**config.mk**
```make
export PLATFORM = sky130hd
export DESIGN_NAME = manual_entry_ctrl
export DESIGN_NICKNAME = d
export VERILOG_FILES = /design/src/rtl/guess_pkg.sv /design/src/rtl/bin2bcd2.sv /design/src/rtl/manual_entry_ctrl.sv
export SDC_FILE = /design/constraint.sdc
export NUM_CORES = 1
export LEC_CHECK = 0
export CORE_MARGIN = 2
export CORE_UTILIZATION = 54
export DETAILED_ROUTE_END_ITERATION = 7
export GPL_ROUTABILITY_DRIVEN = 0
export PLACE_DENSITY = 0.83
export SYNTH_ARGS = -nofsm -noshare
export SYNTH_HDL_FRONTEND = slang
export SYNTH_SLANG_ARGS = --single-unit
export TNS_END_PERCENT = 1
```
**constraint.sdc**
```tcl
create_clock -name clk -period 3.3 [get_ports clk]
set_input_delay 0.66 -clock clk [delete_from_list [all_inputs] [get_ports clk]]
set_output_delay 0.66 -clock clk [all_outputs]
set_load 0.05 [all_outputs]
```
**src/rtl/guess_pkg.sv**
```systemverilog
// Shared definitions for the guessing-game datapath: the BCD digit type, the
// display blank code, the entry FSM state encoding and the switch-to-digit clamp.
package guess_pkg;

  localparam int DIGIT_W = 4;

  typedef logic [DIGIT_W-1:0] bcd_t;

  // Display code that the 7-seg decoder renders as an unlit digit.
  localparam bcd_t BLANK = 4'hF;

  typedef enum logic {
    EDIT = 1'b0,
    HOLD = 1'b1
  } state_t;

  // Switch values 10..15 are not decimal digits; saturate them to 9.
  function automatic bcd_t clamp_bcd(input logic [3:0] sw);
    return (sw > 4'd9) ? 4'd9 : sw;
  endfunction

endpackage

```
**src/rtl/bin2bcd2.sv**
```systemverilog
// Two-digit binary-to-BCD converter (combinational).
// Ports:
//   i_bin   : 7-bit binary value, 0..MAX_VAL (MAX_VAL <= 99)
//   o_tens  : BCD tens digit
//   o_ones  : BCD ones digit
// The tens digit is found with a short compare chain bounded by MAX_VAL, so a
// small MAX_VAL builds only the comparators it needs.
module bin2bcd2 #(
  parameter int MAX_VAL = 99
) (
  input  logic [6:0] i_bin,
  output logic [3:0] o_tens,
  output logic [3:0] o_ones
);

  logic [6:0] w_rem;

  always_comb begin
    o_tens = 4'd0;
    for (int k = 1; k <= MAX_VAL / 10; k++) begin
      if (i_bin >= 7'(10 * k)) o_tens = 4'(k);
    end
    w_rem  = i_bin - 7'(10 * o_tens);
    o_ones = w_rem[3:0];
  end

endmodule

```
**src/rtl/manual_entry_ctrl.sv**
```systemverilog
// Manual guess entry controller.
// Collects NUM_DIGITS BCD digits and a trial count from four switches, using a
// digit cursor, a load pulse and a submit/ack handshake toward the compare logic.
// Also drives the digit display bus with a blinking cursor.
// Ports:
//   clk, rst        : clock, asynchronous active-high reset
//   SW              : switch value written by load
//   load/next/prev  : 1-cycle pulses (write, cursor +1, cursor -1)
//   set_trials      : level, 1 = edit trial count, 0 = edit guess digits
//   submit, ack     : offer guess downstream / downstream accepted it
//   manual_data     : submitted guess, digit 0 in [3:0]
//   valid           : manual_data held and valid
//   trials          : trial count, binary
//   cursor          : current digit index
//   out             : display codes per digit, 4'hF = blank
module manual_entry_ctrl
  import guess_pkg::*;
#(
  parameter int NUM_DIGITS     = 4,
  parameter int MAX_TRIALS     = 15,
  parameter int DEFAULT_TRIALS = 5,
  parameter int BLINK_DIV      = 25000000
) (
  input  logic                    clk,
  input  logic                    rst,
  input  logic [3:0]              SW,
  input  logic                    load,
  input  logic                    next,
  input  logic                    prev,
  input  logic                    set_trials,
  input  logic                    submit,
  input  logic                    ack,
  output logic [4*NUM_DIGITS-1:0] manual_data,
  output logic                    valid,
  output logic [6:0]              trials,
  output logic [2:0]              cursor,
  output logic [4*NUM_DIGITS-1:0] out
);

  localparam int               IDX_W    = (NUM_DIGITS > 1) ? $clog2(NUM_DIGITS) : 1;
  localparam int               CNT_W    = $clog2(BLINK_DIV);
  localparam logic [2:0]       CUR_LAST = 3'(NUM_DIGITS - 1);
  localparam logic [CNT_W-1:0] CNT_LAST = CNT_W'(BLINK_DIV - 1);

  state_t                  r_state;
  bcd_t [NUM_DIGITS-1:0]   r_digits;
  bcd_t [NUM_DIGITS-1:0]   r_manual;
  logic                    r_valid;
  logic [6:0]              r_trials;
  logic [2:0]              r_cursor;
  logic [CNT_W-1:0]        r_blink_cnt;
  logic                    r_blink_phase;
  logic [4*NUM_DIGITS-1:0] r_out;

  bcd_t [NUM_DIGITS-1:0]   w_disp;
  bcd_t                    w_tens;
  bcd_t                    w_ones;
  logic [IDX_W-1:0]        w_idx;

  // SW = 0 still leaves one trial; values above MAX_TRIALS saturate.
  function automatic logic [6:0] clamp_trials(input logic [3:0] sw);
    if (sw == 4'd0) return 7'd1;
    if ({3'd0, sw} > 7'(MAX_TRIALS)) return 7'(MAX_TRIALS);
    return {3'd0, sw};
  endfunction

  assign w_idx = r_cursor[IDX_W-1:0];

  // Entry FSM: edits digits/trials/cursor in EDIT, freezes everything in HOLD.
  always_ff @(posedge clk or posedge rst) begin
    if (rst) begin
      r_state  <= EDIT;
      r_digits <= '0;
      r_manual <= '0;
      r_valid  <= 1'b0;
      r_trials <= 7'(DEFAULT_TRIALS);
      r_cursor <= 3'd0;
    end else begin
      case (r_state)
        EDIT: begin
          // The write addresses the cursor value from before any move this cycle.
          if (load) begin
            if (set_trials) r_trials <= clamp_trials(SW);
            else            r_digits[w_idx] <= clamp_bcd(SW);
          end
          // Simultaneous next and prev cancel out.
          if (!set_trials && (next != prev)) begin
            if (next) r_cursor <= (r_cursor == CUR_LAST) ? 3'd0 : r_cursor + 3'd1;
            else      r_cursor <= (r_cursor == 3'd0) ? CUR_LAST : r_cursor - 3'd1;
          end
          // Snapshot takes the digits as they stand before a same-cycle load.
          if (submit && !set_trials) begin
            r_manual <= r_digits;
            r_valid  <= 1'b1;
            r_state  <= HOLD;
          end
        end
        HOLD: begin
          if (ack) begin
            r_valid <= 1'b0;
            r_state <= EDIT;
          end
        end
        default: r_state <= EDIT;
      endcase
    end
  end

  // Any edit action restarts the blink in its visible half.
  always_ff @(posedge clk or posedge rst) begin
    if (rst) begin
      r_blink_cnt   <= '0;
      r_blink_phase <= 1'b0;
    end else if (load || next || prev) begin
      r_blink_cnt   <= '0;
      r_blink_phase <= 1'b0;
    end else if (r_blink_cnt == CNT_LAST) begin
      r_blink_cnt   <= '0;
      r_blink_phase <= ~r_blink_phase;
    end else begin
      r_blink_cnt   <= r_blink_cnt + 1'b1;
    end
  end

  bin2bcd2 #(
    .MAX_VAL(MAX_TRIALS)
  ) u_trials_bcd (
    .i_bin (r_trials),
    .o_tens(w_tens),
    .o_ones(w_ones)
  );

  always_comb begin
    w_disp = '0;
    if (set_trials) begin
      w_disp[0] = w_ones;
      w_disp[1] = w_tens;
    end else begin
      w_disp = r_digits;
      if (r_state == EDIT && r_blink_phase) w_disp[w_idx] = BLANK;
    end
  end

  always_ff @(posedge clk or posedge rst) begin
    if (rst) r_out <= '0;
    else     r_out <= w_disp;
  end

  assign manual_data = r_manual;
  assign valid       = r_valid;
  assign trials      = r_trials;
  assign cursor      = r_cursor;
  assign out         = r_out;

endmodule

```
==> results.txt, run 1 <==
- Skew-Pair Late Insertion Delay: 0.35 ns
- Core region area: 0.00642 mm2
- Number of flip-flops and latches in the synthesized netlist: 83
* Routed len/inst: 15.2 um
- Sorting the synthesized cells by area gives the leading types as dfrtp_1 56%, mux2_2 7.1%, nor2_1 5.4%.
- The worst-case IR drop observed on VDD is 0.686 mV.
- Per-cell via count in the routed design: 5.49
- The first global-routing pass estimated 12,300 um of wire.
- Static timing analysis puts the maximum clock frequency at 420 MHz.
- The min-delay analysis places its worst path in the category register to register.
- Number of enable flip-flop cells after synthesis: 0
- In this run the horizontal extent of the chip is 85.9 um.
- The total overflow left after global routing is 0.
* Cell count after synthesis: 336
- Fraction of layout instances using a drive strength above 1: 12.4%
- Of all nets on the critical path, the largest fanout is 4.
* Area of the die: 0.00739 mm2
* Initial detailed-routing violation count: 137
- The clock drives 83 sinks.
- Standard cell with the maximum stage delay on the critical path: clkdlybuf4s50_1
- STA puts the critical path data required time at 2.64 ns.
- dfrtp_1 is the most common cell in the netlist.
* Post-route worst hold slack: 0.473 ns
- Once the floorplan was initialized, standard cells occupied 56.5% of the core.
- Final number of max-transition violations: 0
- For this block, the via count after detailed routing is 2,591.
- Number of antenna violations at the first check in global routing: 0
- The worst register-to-register path has a depth of 6.
- The repair_antennas step left the layout with diodes totalling 0.
- Data arrives at the worst endpoint at 1.72 ns.
- STA classifies the critical path endpoint as an output port.
* Standard-cell rows: 29
- Depth of the worst hold-timing path: 1
* Type of the worst setup path: register to output port
* Global Route Usage Sum: 21.6%
* Remaining antenna violation count after routing: 0
- TritonCTS built the clock tree.
* Power density over the cells: 831 mW/mm2
- Post-route minimum period: 2.38 ns
- Dpl cells: 456
- CTS placed an instance of clkbuf_8 at the clock tree root.
- The clock passes through at most 2 buffers.
- For this run, design rule violations remaining after detail routing come to 0.
- Static Leak: 1.94 nW
* Avg Inst Size Synth: 10.8 um2
- At the pin with the least slew margin, the transition time is 0.821 ns.
- Top-area cell type share of the netlist area: 55.9%
- Run status: completed
- Setup repair bufs after CTS: 0
- For this run, the number of Yosys warnings is 0.
- Most common library cells after synthesis: 81 x dfrtp_1, 52 x nor2_1, 31 x nand2_1
- Crit path buf inv count: 1
* Portion of the post-synthesis area used by sequential elements: 57.3%
- The final layout contains routed wiring with a total length of 7160 um.
- Final setup skew: 0.00963 ns
- STA classifies the critical path startpoint as a register.
* Chip Height: 85.9 um
- After routing, the total negative slack on setup checks comes to 0 ns.
- Final period utilization: 72.1%
* Remaining max-slew budget at the tightest pin: 45.3%
* TritonCTS Buffers: 9
* Worst path depth: 1
* Unrepaired setup endpoints after global routing: no
- The first detailed-routing pass ran for 4 iterations.
- Gates resized, CTS repair: 0
- Cells along the critical path: clkdlybuf4s50_1
- Entering global routing, the biggest net connects 46 pins.
- The number of failing hold endpoints at the final stage is 0.
- Number of setup violations in the final report: 0
- MaxCap Viol Count: 0
* Yosys cell types: 39
- Via count of the first global-routing pass: 2,566
* CTS Hold Buffers Added: 0
* Post-synth design cell area: 0.00363 mm2
- Commonest register cell after synthesis: dfrtp_1
- After legalization and detailed placement, the total HPWL measured 5130 um.
* I/O pin count: 55
- Summed over all instances, the cell type with the most area after synthesis is dfrtp_1.
- H-tree Lvls: 3
- The area growth from synthesis to layout is 21.8%.
* Post-layout net count: 410
- Synth async-reset ratio: 100%
* Quantity of I/O buffers inserted on ports: 51
* Highest cell delay on the worst timing path: 0.81 ns
- Worst-path clk slew: 0.08 ns
- Among cell families on the critical path, the largest total delay comes from buffers and inverters.
* Finished Layout Cells: 472
==> flip-flops by register name, indices dropped and copies added, names as in the netlist, 3 cells and up <==
| register | cells |
|---|---|
| cursor | 3 |
| manual_data | 16 |
| out | 16 |
| r_blink_cnt | 25 |
| r_digits | 16 |
| trials | 4 |
==> logic make-up after synthesis <==
family          share of synthesized area [%]
simple gates                             18.4
flops                                    57.3
xor+xnor                                 5.80
other cells                             0.103
compound gates                           5.18
fa+ha+maj                                2.76
buf+inv                                  3.28
mux                                      7.14
==> path summary, 6_finish.rpt <==
path / from / endpoint / slack (ns)
worst max-delay path: trials[2] / trials[2] / 0.92
worst min-delay path: r_blink_cnt[0] / r_blink_cnt[0] / 0.47
worst max register to register: r_blink_cnt[0] / r_blink_cnt[4] / 1.17
worst min register to register: r_blink_cnt[0] / r_blink_cnt[0] / 0.47
max in group asynchronous: rst / trials[2] / 1.87
min in group asynchronous: rst / manual_data[13] / 0.71
==> placed cells by master (no fill, tap or decap), types with 3 or more instances in the layout <==
master           Yosys  layout
nor2b_1              3       3
inv_1               12      11
conb_1               1       3
or3_1                3       3
mux2_2              23      23
nand2_1             31      31
nand4_1              7       7
xor2_1              15      15
nand3_1              9       9
xnor2_1              9       9
a21oi_1              9       9
dfrtp_1             81      81
clkdlybuf4s50_1      0      51
nor3_1               8       8
and2_1               6       6
o21ai_0             17      17
and3_1               6       6
clkbuf_8             0       9
nor2_2               3       3
ha_1                 8       8
nor2_1              52      52
==> final cells by class <==
cell class | instances | area, um2
clock buffers | 9 | 124
clock inverters | 7 | 98.8
fillers | 471 | 2000
inverters | 12 | 46.3
multi-input cells | 231 | 1440
flip-flops and latches | 83 | 2080
well taps | 77 | 96.3
repair buffers | 53 | 538
==> through the flow <==
step                      instance area, um2  power (W)  worst slack, ns  util, %
after detailed placement                4200    0.00289            0.760     65.3
final                                   4420    0.00367            0.920     68.8
after CTS                               4420    0.00370            0.900     68.8
after global routing                    4420    0.00385            0.874     68.8
after global placement                  4200    0.00284            0.805     65.3
after floorplan                         3630    0.00240            0.507        -
==> power breakdown <==
group / switching, W / total (W) / internal [W]
clock network: 0.000378 / 0.000809 / 0.000431
registers: 0.000182 / 0.00146 / 0.00128
logic: 0.000906 / 0.00140 / 0.000497
==> per-layer routing <==
metal  wire [um]  track usage, %  vias to the layer above
li1            -               -                     1223
met1        3290            29.9                     1291
met2        3410            32.7                       69
met3         354            5.58                        8
met4          98            8.51                        0
met5           0               0                        -
No activity file was read; power rests on OpenSTA's default activity.
==> inputs of run 2 (changes only) <==
--- a/config.mk
+++ b/config.mk
@@ -6,10 +6,10 @@
 export NUM_CORES = 1
 export LEC_CHECK = 0
 export CORE_MARGIN = 2
-export CORE_UTILIZATION = 54
+export CORE_UTILIZATION = 48
 export DETAILED_ROUTE_END_ITERATION = 7
 export GPL_ROUTABILITY_DRIVEN = 0
-export PLACE_DENSITY = 0.83
+export PLACE_DENSITY = 0.78
 export SYNTH_ARGS = -nofsm -noshare
 export SYNTH_HDL_FRONTEND = slang
 export SYNTH_SLANG_ARGS = --single-unit
==> constraint.sdc (replaced) <==
create_clock -name clk -period 2.1 [get_ports clk]
set_input_delay 0.42 -clock clk [delete_from_list [all_inputs] [get_ports clk]]
set_output_delay 0.42 -clock clk [all_outputs]
set_load 0.05 [all_outputs]
==> results.txt, run 2 (same netlist as run 1, synthesis figures left out) <==
* Run status: completed
- Sequential fraction of design power: 40.2% (+0.4 points)
- Cell at the root of the clock tree: clkbuf_8
* Max rail drop VDD: 0.792 mV (+16%)
* Skew-Pair Late Insertion Delay: 0.35 ns (about the same)
* Critical path data required time: 1.68 ns (-0.96 ns)
- The number of failing hold endpoints at the final stage came to 0 (unchanged).
- Most flops, register: r_blink_cnt
* Remaining max-slew budget at the tightest pin: 61.4% (+16 points)
* CTS Hold Buffers Added: 0 (unchanged)
- The part of the total power dissipated in the clock network came to 20.7% (-1.3 points).
- Per-cell via count in the routed design: 5.20 (-5.3%)
* Inserted Diodes: 0 (unchanged)
- The number of nets still failing antenna checks after routing was 0 (unchanged).
- Chip Height: 90.9 um (+5.8%)
- The H-tree depth was 3 (unchanged).
- Family with the most delay on the worst path: buffers and inverters
* Number of setup violations in the final report: 0 (unchanged)
- Global-route wire length before repair: 12,700 um (+3.3%)
* Crit path DAT: 1.61 ns (-0.11 ns)
- The global-route usage over all layers is 19.3% (-2.2 points).
- CTS tree: built
- The switching power as a share of total power came to 40.4% (+0.50 points).
- First-pass detailed-route iteration total: 8 (+4)
- The wire length after detailed routing came to 7460 um (+4.3%).
* Post-route minimum period: 2.03 ns
* Worst-path clk slew: 0.09 ns (about the same)
* Maximum frequency from static timing analysis: 492 MHz
* Power density over the cells: 1250 mW/mm2 (+51%)
* Starting density of the core: 49.7% (-6.7 points)
- The final max-slew violation count was 0 (unchanged).
- Half-perimeter wire length of the detailed placement result: 5390 um (+5.1%)
* Quantity of I/O buffers inserted on ports: 51 (unchanged)
- Largest fanout of any net on the critical path: 5 (+1)
* Number of antenna violations at the first check in global routing: 0 (unchanged)
- Type of the worst setup path: register to output port
- The aggregate negative setup slack is 0 ns (unchanged).
* Critical path startpoint category: register
- The clock tree buffer depth is 2 (unchanged).
- The area of the core came to 0.00729 mm2 (+14%).
* TritonCTS Buffers: 9 (unchanged)
- Routed len/inst: 14.8 um (-2.4%)
* Most common cell after layout, fill and taps aside: dfrtp_1
- The total DRC errors in the routed layout is 0 (unchanged).
- The setup skew after layout was 0.0170 ns (+0.00738 ns).
- The overflow left after global routing was 0 (unchanged).
- In this run the worst hold path is classified as primary input to async pin.
- Post-route worst hold slack: 0.459 ns (-0.0145 ns)
- Net switching power: 0.00230 W (+57%)
* Clock Sinks: 83 (unchanged)
* Static Leak: 1.98 nW (+2.4%)
- The via count of the first global-routing pass was 2,585 (+0.74%).
- Largest net degree at the start of global routing: 27 (-41%)
* Layout area overhead: 25.1%
* Critical Path Sink Type: output port
- MaxCap Viol Count: 0 (unchanged)
- Top library cells by usage in the layout, fill and taps aside: 81 x dfrtp_1, 52 x nor2_1, 48 x clkdlybuf4s50_1
- Vias post-DR: 2,620 (+1.1%)
- The die footprint came to 0.00827 mm2 (+12%).
- Cells along the critical path: clkdlybuf4s50_1
- The internal power summed over all cells is 0.00339 W (+54%).
- Final period utilization: 96.8%
- Standard cell with the maximum stage delay on the critical path: clkdlybuf4s50_1
* Post-layout net count: 420 (+2.4%)
* Max reg flops: 25 (unchanged)
- Standard-cell rows: 31 (+6.9%)
* Chip Width: 90.9 um (+5.8%)
- The largest stage delay on the critical path was 0.85 ns (+0.04 ns).
* Initial detailed-routing violation count: 217 (+58%)
* I/O pin count: 55 (unchanged)
* Least-Margin Pin Slew: 0.574 ns (-0.247 ns)
* Unrepaired setup endpoints after global routing: no
- Crit path buf inv count: 1 (unchanged)
* Fraction of layout instances using a drive strength above 1: 15.6% (+3.2 points)
* Combinational share of power: 39.1% (+0.9 points)
run 2: power by group through the flow:
stage	sequential, W	clock (W)	combinational, W
2_1_floorplan	0.00318	0	0.000584
3_3_place_gp	0.00229	0	0.00218
3_5_place_dp	0.00231	0	0.00222
4_1_cts	0.00228	0.00120	0.00224
5_1_grt	0.00235	0.00127	0.00235
6_report	0.00228	0.00118	0.00222
run 2: final timing paths:
path | startpoint | end | slack (ns) | cells after the start
setup / recovery | cursor[1] | cursor[1] | 0.07 | 1
hold / removal | rst | out[1] | 0.46 | 2
setup reg to reg | r_blink_cnt[0] | r_blink_cnt[4] | 0.24 | 6
hold reg to reg | r_blink_cnt[0] | r_blink_cnt[0] | 0.47 | 1
max in group asynchronous | rst | r_blink_cnt[17] | 1.09 | 3
min in group clk | r_blink_cnt[0] | r_blink_cnt[0] | 0.47 | 1
run 2: per-layer routing:
| layer | part of all wire, % | up-vias | GRT usage [%] | wire length [um] |
|---|---|---|---|---|
| li1 | - | 1251 | - | - |
| met4 | 1.5 | 0 | 6.82 | 110 |
| met3 | 5.0 | 7 | 4.17 | 374 |
| met2 | 48 | 78 | 30.5 | 3570 |
| met1 | 46 | 1284 | 26.7 | 3410 |
| met5 | 0 | - | 0 | 0 |
run 2: cell type report:
class                           instances  area, um2
Clock buffer                           10        138
Clock inverter                          6       71.3
Fill cell                             590       2760
Inverter                               12       48.8
Multi-Input combinational cell        232       1450
Sequential cell                        83       2080
Tap cell                               99        124
Timing Repair Buffer                   62        623
run 2: repair_timing:
| action | in CTS | in global routing |
|---|---|---|
| resized for setup | 0 | 2 |
| endpoints found under the hold margin | 0 | 0 |
| buffers inserted | 0 | 0 |
| endpoints found under the setup margin | 0 | 21 |
run 2: through the flow:
step                utilization, %  total power, W  cells  setup slack (ns)  instance area, um2
floorplan                        -         0.00377    338             0.258                3640
global placement              59.1         0.00447    487             0.116                4310
detailed placement            59.1         0.00453    487            0.0399                4310
CTS                           62.0         0.00572    503            0.0306                4520
global route                  62.2         0.00597    504            0.0270                4530
finish                        62.2         0.00569    504            0.0672                4530
==> inputs of run 3 (changes only) <==
--- a/config.mk
+++ b/config.mk
@@ -9,7 +9,7 @@
 export CORE_UTILIZATION = 48
 export DETAILED_ROUTE_END_ITERATION = 7
 export GPL_ROUTABILITY_DRIVEN = 0
-export PLACE_DENSITY = 0.78
+export PLACE_DENSITY = 0.75
 export SYNTH_ARGS = -nofsm -noshare
 export SYNTH_HDL_FRONTEND = slang
 export SYNTH_SLANG_ARGS = --single-unit
==> results.txt, run 3 (same netlist as run 1, synthesis figures left out) <==
- The sum of net half-perimeters after detailed placement came to 5240 um (-2.9%).
* Critical path startpoint category: register
- The height of the chip was 90.9 um (unchanged).
- The via count of the first global-routing pass is 2,477 (-4.2%).
- The aggregate negative setup slack came to 0 ns (unchanged).
* Crit path DAT: 1.61 ns (about the same)
* Core region area: 0.00729 mm2 (unchanged)
- The detailed-route vias per instance is 5.05 (-2.9%).
- Clock Sinks: 83 (unchanged)
* Standard-cell rows: 31 (unchanged)
* Global Route Usage Sum: 18.7% (-0.61 points)
* Standard cell with the maximum stage delay on the critical path: clkdlybuf4s50_1
- The setup skew after layout came to 0.0167 ns (-0.000311 ns).
- The cts-stage hold buffer count came to 0 (unchanged).
* Family with the most delay on the worst path: buffers and inverters
* First-pass detailed-route iteration total: 4 (-4)
- Worst hold path type: register to register
- The critical path goes through clkdlybuf4s50_1.
- The worst setup path is of the register to output port kind.
- Global-route wire length before repair: 12,200 um (-3.9%)
- Starting density of the core: 49.7% (unchanged)
- The peak ir drop on the vdd network is 0.721 mV (-8.9%).
- The H-tree depth came to 3 (unchanged).
- The number of nets at the end of the flow came to 417 (-0.71%).
- The proportion of layout cells with a drive suffix above 1 came to 14.9% (-0.63 points).
* Launch point of the worst reg-to-reg path: r_blink_cnt[15]
- Number of setup violations in the final report: 0 (unchanged)
* Inserted Diodes: 0 (unchanged)
- # DRC: 0 (unchanged)
* Least-Margin Pin Slew: 0.825 ns (+0.251 ns)
- The clock latency reported for the late side of the worst-skew pair is 0.36 ns (about the same).
* MaxCap Viol Count: 0 (unchanged)
- Largest net degree at the start of global routing: 84 (+210%)
* I/O pin count: 55 (unchanged)
- Setup repair bufs after CTS: 0 (unchanged)
- Final period utilization: 96.7% (-0.13 points)
- Unrepaired setup endpoints after global routing: no
- The register with the most flip-flops in the final layout is r_blink_cnt.
- CTS placed an instance of clkbuf_8 at the clock tree root.
* Critical Path Sink Type: output port
- Dpl cells: 484 (-0.62%)
- The die footprint was 0.00827 mm2 (unchanged).
- The post-layout instance count excluding filler cells was 501 (-0.60%).
* Static Leak: 1.96 nW (-0.94%)
* Setup Slack @ Placement: 0.0214 ns (-0.0185 ns)
- The horizontal extent of the die came to 90.9 um (unchanged).
- The instance count on the critical path came to 1 (unchanged).
* Remaining max-slew budget at the tightest pin: 44.6% (-17 points)
- The overflow left after global routing was 0 (unchanged).
* Crit path buf inv count: 1 (unchanged)
- The time the worst path needs with I/O delays and setup was 2.03 ns (-0.00264 ns).
* Maximum frequency from static timing analysis: 493 MHz (+0.13%)
- Largest fanout of any net on the critical path: 5 (unchanged)
- The number of fill cells was 625 (+5.9%).
- The library cell used most frequently in the layout, excluding fill and tap cells, is dfrtp_1.
- The number of antenna violations at the first check in global routing is 0 (unchanged).
- The detailed-route via count was 2,529 (-3.5%).
- Worst setup path start: cursor[1]
- Quantity of I/O buffers inserted on ports: 51 (unchanged)
- The number of resized instances in the post-cts repair step was 0 (unchanged).
* CTS tree: built
- The clock tree buffer depth is 2 (unchanged).
- The count of cells along the worst register-to-register path is 5 (-1).
- The number of buffers created by CTS was 9 (unchanged).
* Worst setup path endpoint: cursor[1]
* Worst-case setup margin in the final layout: 0.0699 ns (+0.00264 ns)
- FF-to-FF End: r_blink_cnt[15]
- The number of failing hold endpoints at the final stage is 0 (unchanged).
- Initial detailed-routing violation count: 109 (-50%)
- The number of nets still failing antenna checks after routing was 0 (unchanged).
- Highest cell delay on the worst timing path: 0.84 ns (about the same)
- Run status: completed
- Layout area overhead: 23.8%
- Minimum setup slack among reg-to-reg paths: 0.17 ns (-0.07 ns)
- The clock slew at the register clock pins of the worst setup and hold paths came to 0.08 ns (about the same).
- The worst path required time was 1.68 ns (about the same).
- Top library cells by usage in the layout, fill and taps aside: 81 x dfrtp_1, 52 x nor2_1, 48 x clkdlybuf4s50_1
* Total wire length: 7460 um (about the same)
- Max reg flops: 25 (unchanged)
- Depth of the worst hold-timing path: 1
- The power per cell area is 1260 mW/mm2 (+0.78%).
- Routed len/inst: 14.9 um (+0.50%)
- The final max-slew violation count was 0 (unchanged).
-- run 3: power by group --
| part | total (W) | internal, W | switching [W] |
|---|---|---|---|
| clock network | 0.00119 | 0.000592 | 0.000597 |
| registers | 0.00229 | 0.00201 | 0.000278 |
| logic | 0.00219 | 0.000776 | 0.00142 |
-- run 3: area by class of cell --
cell class              count  area (um2)  area share, %
flip-flops and latches     83        2080           46.3
inverters                  12        48.8           1.09
repair buffers             59         576           12.8
well taps                  99         124           2.76
clock inverters             6        72.6           1.62
clock buffers              10         138           3.07
multi-input cells         232        1450           32.3
-- run 3: stage by stage --
stage / hold slack, ns / cell area (um2) / util, % / total power (W)
3_5_place_dp: 0.457 / 4260 / 58.5 / 0.00452
4_1_cts: 0.470 / 4470 / 61.3 / 0.00570
3_3_place_gp: 0.446 / 4260 / 58.5 / 0.00446
6_report: 0.471 / 4490 / 61.5 / 0.00567
5_1_grt: 0.497 / 4490 / 61.5 / 0.00595
2_1_floorplan: 0.431 / 3640 / - / 0.00377
-- run 3: worst min path at each step --
| stage | slack (ns) | startpoint | to |
|---|---|---|---|
| 2_1_floorplan | 0.43 | r_blink_cnt[0] | r_blink_cnt[0] |
| 3_3_place_gp | 0.45 | r_blink_cnt[0] | r_blink_cnt[0] |
| 3_5_place_dp | 0.46 | r_blink_cnt[0] | r_blink_cnt[0] |
| 4_1_cts | 0.47 | r_blink_cnt[0] | r_blink_cnt[0] |
| 5_1_grt | 0.50 | r_blink_cnt[0] | r_blink_cnt[0] |
| 6_report | 0.47 | r_blink_cnt[0] | r_blink_cnt[0] |
-- run 3: per-layer routing --
layer  GRT usage [%]  share of wire, %
met2            30.2                49
met4            7.58               1.6
met5               0                 0
met3            2.92               3.3
met1            25.5                46
